**config.mk**
```make
export PLATFORM = sky130hd
export DESIGN_NAME = lz77_frame_ctrl
export DESIGN_NICKNAME = d
export VERILOG_FILES = /design/src/rtl/lz77_frame_ctrl.sv
export SDC_FILE = /design/constraint.sdc
export NUM_CORES = 1
export LEC_CHECK = 0
export CAP_MARGIN = 20
export CORE_UTILIZATION = 52
export CTS_BUF_LIST = sky130_fd_sc_hd__clkbuf_2
export DETAILED_ROUTE_END_ITERATION = 16
export PLACE_DENSITY = 0.89
export SLEW_MARGIN = 20
export SYNTH_ARGS = -nofsm -noshare
export SYNTH_HDL_FRONTEND = slang
export SYNTH_SLANG_ARGS = --single-unit
```
**constraint.sdc**
```tcl
create_clock -name clk -period 2.2 [get_ports clk]
set_input_delay 0.44 -clock clk [delete_from_list [all_inputs] [get_ports clk]]
set_output_delay 0.44 -clock clk [all_outputs]
set_load 0.01 [all_outputs]
```
**src/rtl/lz77_frame_ctrl.sv**
```systemverilog
// Frame sequencer for one LZ77 encoder core: per-frame core reset, fixed-length
// byte load, token collection into a small FIFO, and sticky coverage/overflow/underrun flags.
module lz77_frame_ctrl #(
   parameter int unsigned FRAME_LEN = 2049,
   parameter int unsigned TOK_DEPTH = 4,
   parameter logic [7:0]  TERM      = 8'h24
) (
   input  logic        clk,
   input  logic        reset,
   input  logic        in_valid,
   input  logic [7:0]  in_data,
   output logic        in_ready,
   output logic        core_rst,
   output logic [7:0]  core_char,
   input  logic        core_valid,
   input  logic [3:0]  core_offset,
   input  logic [2:0]  core_len,
   input  logic [7:0]  core_nxt,
   input  logic        core_finish,
   output logic        tok_valid,
   input  logic        tok_ready,
   output logic [14:0] tok_data,
   output logic        busy,
   output logic        frame_done,
   output logic [2:0]  err
);

   localparam int unsigned BW = (FRAME_LEN > 1) ? $clog2(FRAME_LEN) : 1;
   localparam int unsigned PW = $clog2(TOK_DEPTH);
   localparam int unsigned CW = PW + 1;

   typedef enum logic [2:0] {IDLE, CRST, LOAD, ENC, DRAIN, DONE} state_t;

   state_t         state, state_nxt;
   logic [BW-1:0]  byte_cnt;
   logic [11:0]    cov_cnt;
   logic [7:0]     last_char;
   logic [14:0]    mem [TOK_DEPTH];
   logic [PW-1:0]  wr_ptr, rd_ptr;
   logic [CW-1:0]  count;
   logic           full, push_req, push, pop, cov_bad;
   logic [12:0]    cov_sum;

   assign full     = (count == CW'(TOK_DEPTH));
   assign tok_valid = (count != '0);
   assign tok_data = mem[rd_ptr];
   assign pop      = tok_valid & tok_ready;
   assign push_req = (state == ENC) & core_valid;
   // A pop in the same cycle frees the slot, so a full FIFO still accepts the push.
   assign push     = push_req & (~full | pop);
   assign cov_sum  = {1'b0, cov_cnt} + 13'(core_len) + 13'd1;
   assign cov_bad  = (cov_cnt != 12'(FRAME_LEN)) || (last_char != TERM);

   always_ff @(posedge clk or negedge reset) begin
      if (!reset) state <= IDLE;
      else        state <= state_nxt;
   end

   always_comb begin
      state_nxt = state;
      unique case (state)
         IDLE:    if (in_valid) state_nxt = CRST;
         CRST:    state_nxt = LOAD;
         LOAD:    if (byte_cnt == BW'(FRAME_LEN - 1)) state_nxt = ENC;
         ENC:     if (core_finish) state_nxt = DRAIN;
         DRAIN:   if (!tok_valid) state_nxt = DONE;
         DONE:    state_nxt = IDLE;
         default: state_nxt = IDLE;
      endcase
   end

   always_comb begin
      core_rst   = (state == IDLE) || (state == CRST);
      in_ready   = (state == LOAD);
      core_char  = ((state == LOAD) && in_valid) ? in_data : '0;
      busy       = (state != IDLE);
      frame_done = (state == DONE);
   end

   always_ff @(posedge clk or negedge reset) begin
      if (!reset) begin
         byte_cnt  <= '0;
         cov_cnt   <= '0;
         last_char <= '0;
         err       <= '0;
         wr_ptr    <= '0;
         rd_ptr    <= '0;
         count     <= '0;
      end else begin
         if (state == CRST)      byte_cnt <= '0;
         else if (state == LOAD) byte_cnt <= byte_cnt + 1'b1;

         if (state == DONE)  cov_cnt <= '0;
         else if (push_req)  cov_cnt <= cov_sum[12] ? '1 : cov_sum[11:0];
         if (push_req) last_char <= core_nxt;

         if ((state == LOAD) && !in_valid) err[0] <= 1'b1;
         if (push_req && !push)            err[1] <= 1'b1;
         // Coverage is judged on the DRAIN->DONE edge so err[2] is visible alongside frame_done.
         if ((state == DRAIN) && !tok_valid && cov_bad) err[2] <= 1'b1;

         if (push) wr_ptr <= wr_ptr + 1'b1;
         if (pop)  rd_ptr <= rd_ptr + 1'b1;
         unique case ({push, pop})
            2'b10:   count <= count + 1'b1;
            2'b01:   count <= count - 1'b1;
            default: count <= count;
         endcase
      end
   end

   always_ff @(posedge clk) begin
      if (push) mem[wr_ptr] <= {core_offset, core_len, core_nxt};
   end

endmodule

```
==> reports/results.txt <==
Post-Synth Adder-Cell Area: 3.246%
largest family of logic cells by synthesized area: simple AND/OR/NAND/NOR gates
Final Util: 69.23%
fin area: 6037 um2
initial antenna violation count: 0
share of synthesized registers carrying an async set or reset: 42.86%
crit-path cells: or3b_4 > clkinvlp_4 > buf_6 > and3_4 > buf_6
wirelength, routed: 10160 um
Rows: 34
clock sink count: 105
ANT cells: 0
Pre-antenna DRT Iters: 4
failing checks: setup timing
Starting Density: 53.93%
Final setup viols: 24
M2 GR Usage: 39.38%
final worst clock skew: 0.02742 ns
vias per inst: 5.747
Avg Cell Area, Syn: 13.29 um2
sequential area share after synthesis: 62.25%
clk_lat worst skew: 0.57 ns
fillcell total: 582
die area: 9429 um2
Post-synth EDFFs: 60
CTS tree: yes
DR vias: 3293
Max FO, Critical Path: 3
most numerous cell in the Yosys netlist: edfxtp_1
RSZ-0062 raised after global routing: true
Worst path max stage delay: 0.46 ns
Routed Antenna Nets: 0
# IOs: 60
Slew @ Worst Pin: 0.5662 ns
die span in x: 97.11 um
Top Family by Delay on Critical Path: simple AND/OR/NAND/NOR gates
worst vdd ir: 583.0 uV
CTS Buf Count: 9
most crowded layer after global routing: met2
pin count of the biggest net entering global routing: 46
Area contributors post-synth: edfxtp_1, dfrtp_1, mux4_2, nand2_1, ha_1
CTS root buffer: clkbuf_2
Layout area overhead: 28.36%
Post-Synth XOR/XNOR Area: 2.421%
final hold violation count: 0
CORE AREA: 8721 um2
WL/cell: 17.72 um
Bufs and invs on worst path: 3
most used cell, CP: buf_6
Ys Warns: 0
input/output buffers: 59
Post-synth top cells: edfxtp_1, dfrtp_1, nand2_1, nor2_1, a21oi_1
GRT Util Overall: 22.43%
Place WS: -0.4410 ns
total power: 6.726 mW
initial DRC count: 155
DP Area: 5689 um2
post-detail-place hpwl: 6868 um
HP Class: primary input to asynchronous set/reset pin
Synth Net Count: 394
Crit path required time: 1.76 ns
period utilisation layout: 109.9%
Top FF cell, synth: edfxtp_1
CTS Buffer Depth: 2
Max Cap Viol: 0
simple-gate share of the synthesized area: 15.70%
status: complete, but fails checks
P_leak: 2.383 nW
first-pass GRT wire length: 16440 um
Max Slew Vio Count: 0
Crit Path Class: flop to primary output
ratio of cells with drive above 1 in the final layout: 28.39%
gp weighted congestion: 0.9219
Slew headroom: 62.25%
area leader, netlist: edfxtp_1
register area: 2932 um2
number of synthesized register bits: 105
post-layout minimum cycle time: 2.417 ns
mux cell area share after synthesis: 7.183%
total grt overflow: 0
worst endpoint data arrival time: 1.98 ns
Synth Area in Compound Gates: 6.385%
vias in the first global route: 3403
DRC: 0
Die Y-Extent: 97.11 um
Critical-path top delay cell: dfrtp_1
Yosys top cell area share: 38.31%
Multi-input gate area: 1715 um2
worst hold margin: 0.4258 ns
setup ws final: -0.2172 ns
Fmax achieved: 413.7 MHz
Final Net Count: 500
Distinct cells, synth: 62
H-Tree Level Count: 3
CP Capture Type: primary output
met1 global-route usage: 27.09%
PD cells: 1114 nW/um2
M3 GR Usage: 4.245%
Mapped Area: 4703 um2
synthesized instance count: 354
CP Launch Type: flop
Worst-path clk slew: 0.29 ns
layer usage:
metal	part of all wire [%]	vias to the layer above
met5	0	-
met4	2.8	0
met3	4.9	28
met2	53	114
met1	40	1611
li1	-	1540
through the flow:
| step | TNS [ns] | instances |
|---|---|---|
| finish | -3.561 | 573 |
| global route | -5.401 | 573 |
| CTS | -3.439 | 570 |
| global placement | -2.221 | 541 |
| floorplan | 0 | 354 |
| detailed placement | -3.377 | 541 |
path summary, 6_finish.rpt:
check / slack, ns / endpoint / startpoint / cells past startpoint
worst max-delay path: -0.22 / core_char[3] / state[2] / 5
worst min-delay path: 0.43 / byte_cnt[1] / reset / 3
worst max register to register: 0.04 / byte_cnt[8] / state[2] / 10
worst min register to register: 0.51 / err[1] / err[1] / 1
max in group asynchronous: 1.37 / count[2] / reset / 3
min in group clk: 0.45 / mem[0][12] / core_offset[1] / 1
flip-flops by register name, indices dropped and copies added, names as in the netlist:
signal,cells
last_char,8
cov_cnt,12
state,3
mem,60
wr_ptr,2
err,3
count,3
rd_ptr,2
byte_cnt,12
cells in the final DEF, fill, tap and decap left out, types with 5 or more instances in the layout:
| cell type | synthesis | layout |
|---|---|---|
| inv_1 | 13 | 13 |
| clkdlybuf4s50_1 | 0 | 30 |
| buf_4 | 0 | 36 |
| nand4_1 | 6 | 6 |
| dfrtp_1 | 45 | 42 |
| o21ai_0 | 10 | 10 |
| and2_1 | 6 | 6 |
| nor4_1 | 6 | 6 |
| nor2_1 | 17 | 17 |
| xnor2_1 | 9 | 9 |
| nand3_1 | 6 | 6 |
| a21oi_1 | 16 | 15 |
| buf_6 | 2 | 29 |
| ha_1 | 9 | 9 |
| and3_4 | 0 | 7 |
| nor3_1 | 9 | 8 |
| mux4_2 | 15 | 15 |
| nor3b_1 | 5 | 5 |
| clkbuf_2 | 0 | 11 |
| buf_12 | 0 | 7 |
| edfxtp_1 | 60 | 60 |
| nand2_1 | 39 | 39 |
timing repair:
item | in CTS | in global routing
hold buffers | 1 | 0
pin swaps | 5 | 2
resized for setup | 124 | 30
endpoints found under the hold margin | 45 | 0
buffers inserted | 12 | 3
setup endpoints to repair | 28 | 27
gates cloned | 1 | 0
worst reg2reg max path, cell delays in order (launching register included):
cell	delay, ns
dfrtp_1	0.46
or3b_4	0.44
clkinvlp_4	0.13
buf_6	0.11
buf_4	0.10
buf_4	0.09
buf_4	0.10
buf_6	0.11
nand3_4	0.08
or3_1	0.35
a21oi_1	0.13
final cells by class:
cell class,instances,area share (%)
sequential,105,48.56
multi-input combinational,219,28.41
timing repair buffer,110,18.05
tap,108,2.238
inverter,14,0.9119
clock inverter,6,0.8705
clock buffer,10,0.8290
timing repair inverter,1,0.1244
kinds of logic (layout without fill, tap and decap cells):
group / Yosys count / after routing
compound gates: 47 / 47
xor+xnor: 13 / 13
fa+ha+maj: 11 / 11
buf+inv: 30 / 141
flops: 105 / 105
mux: 15 / 15
simple gates: 133 / 133
power by group:
part / leakage (nW) / switching (mW) / internal (mW)
registers: 1.11 / 0.285 / 2.44
logic: 1.21 / 1.43 / 1.74
clock network: 0.0606 / 0.663 / 0.171
total: 2.38 / 2.38 / 4.35
Power figures use the tool's default switching activity.
==> edit: new RTL, same flow settings <==
`TOK_DEPTH`: 4 -> 8.
--- a/src/rtl/lz77_frame_ctrl.sv
+++ b/src/rtl/lz77_frame_ctrl.sv
@@ -2,7 +2,7 @@
 // byte load, token collection into a small FIFO, and sticky coverage/overflow/underrun flags.
 module lz77_frame_ctrl #(
    parameter int unsigned FRAME_LEN = 2049,
-   parameter int unsigned TOK_DEPTH = 4,
+   parameter int unsigned TOK_DEPTH = 8,
    parameter logic [7:0]  TERM      = 8'h24
 ) (
    input  logic        clk,
Formal check against the unedited RTL: same outputs for any inputs over 4 cycles, from zero or initial values and one cycle with reset low; that may be too few to reach the edited logic, so the function may still have changed.
==> edit against the unedited design <==
- the flow still finishes with violations (negative setup slack)
- core utilization increased by 0.43 points
- worst setup slack got worse by 0.36 ns
- design area increased by 54%
- synthesized area increased by 52%
- total power increased by 63%
- routed wire length increased by 60%
- sequential cell count increased by 63
- sequential share of layout area increased by 3.2 points
- largest cell class unchanged
- largest power group unchanged
==> edit: results <==
set metrics [dict create \
    synth_edf_count 120 \
    tns_ns -11.53 \
    netlist_top_cells_count "edfxtp_1 (120), dfrtp_1 (48), nand2_1 (44)" \
    clock_latency_ns 0.70 \
    setup_violations 28 \
    syn_nets 496 \
    seq_cell_count 168 \
    synth.distinct_cells 53 \
    violations "negative setup slack" \
    final_area_mm2 0.00930 \
    fin_skew_ns 0.0408 \
    slowest_delay_ns 0.51 \
    nonClkBufAreaFrac 0.169 \
    nNonClkBuffers 155 \
    synth_area_per_cell_um2 15.7 \
    ys_async_sr_fraction 0.286 \
    inv_count 13 \
    dr.pass1.iters 6 \
    critical_path.top_delay_family "multiplexers" \
    grt_pass1_vias 4776 \
    path_max_fanout 4 \
    place.gp.congestion 0.841 \
    htreeDepth 4 \
    clock_cell_area_share 0.0266 \
    grt_use_total 0.237 \
    critical_path.slowest_cell "mux4_2" \
    ir_drop_uv 671 \
    clkTransAtPathRegs_ns 0.24 \
    outcome "finished, violations left" \
    core_mm2 0.0133 \
    drt_iter0_drc 339 \
    fin_ws_ns -0.573 \
    dp_cells 722 \
    place_area_mm2 0.00842 \
    internal_power_mw 7.48 \
    worstMarginPinSlew_ns 0.529 \
    cellLeakagePower_nw 3.67 \
    fill_cells 826 \
    ys_top_cells_by_area "edfxtp_1 (50%), dfrtp_1 (17%), mux4_2 (9.4%)" \
]
[edit: metal layers]
| metal | vias up | global-route usage | wire (µm) |
|---|---|---|---|
| li1 | 2049 | - | - |
| met1 | 2336 | 0.281 | 6270 |
| met2 | 164 | 0.428 | 8930 |
| met3 | 34 | 0.0465 | 695 |
| met4 | 0 | 0.0844 | 340 |
| met5 | - | 0 | 0 |
[edit: final timing paths]
| kind | slack [ns] | end | depth (start not counted) | from |
|---|---|---|---|---|
| worst min register to register | 0.51 | last_char[5] | 2 | last_char[5] |
| worst min-delay path | 0.19 | cov_cnt[10] | 2 | reset |
| worst max-delay path | -0.57 | tok_data[9] | 5 | rd_ptr[0] |
| worst max register to register | -0.06 | count[3] | 11 | state[2] |
| max in group asynchronous | 1.44 | rd_ptr[0] | 3 | reset |
| min in group clk | 0.37 | state[0] | 2 | core_finish |
[edit: kinds of logic after synthesis]
group,synth area share
buffers and inverters,0.0183
adder cells (fa/ha/maj),0.0213
XOR/XNOR,0.0220
flip-flops,0.670
AO/OA/AOI/OAI,0.0396
AND/OR/NAND/NOR,0.103
multiplexers,0.126
[edit: what timing repair did]
| item | CTS | global route |
|---|---|---|
| hold buffers | 1 | 0 |
| endpoints found under the hold margin | 21 | 0 |
| cloned | 3 | 0 |
| pin swaps | 6 | 9 |
| resized for setup | 185 | 23 |
| setup buffers | 27 | 22 |
| endpoints found under the setup margin | 29 | 33 |
[edit: power by group through the flow]
stage,clock (mW),combinational [mW],sequential (mW)
floorplan,0,2.34,4.09
global placement,0,3.79,4.14
detailed placement,0,3.95,4.18
CTS,1.69,4.91,4.09
global route,1.82,5.56,4.16
finish,1.66,5.23,4.11
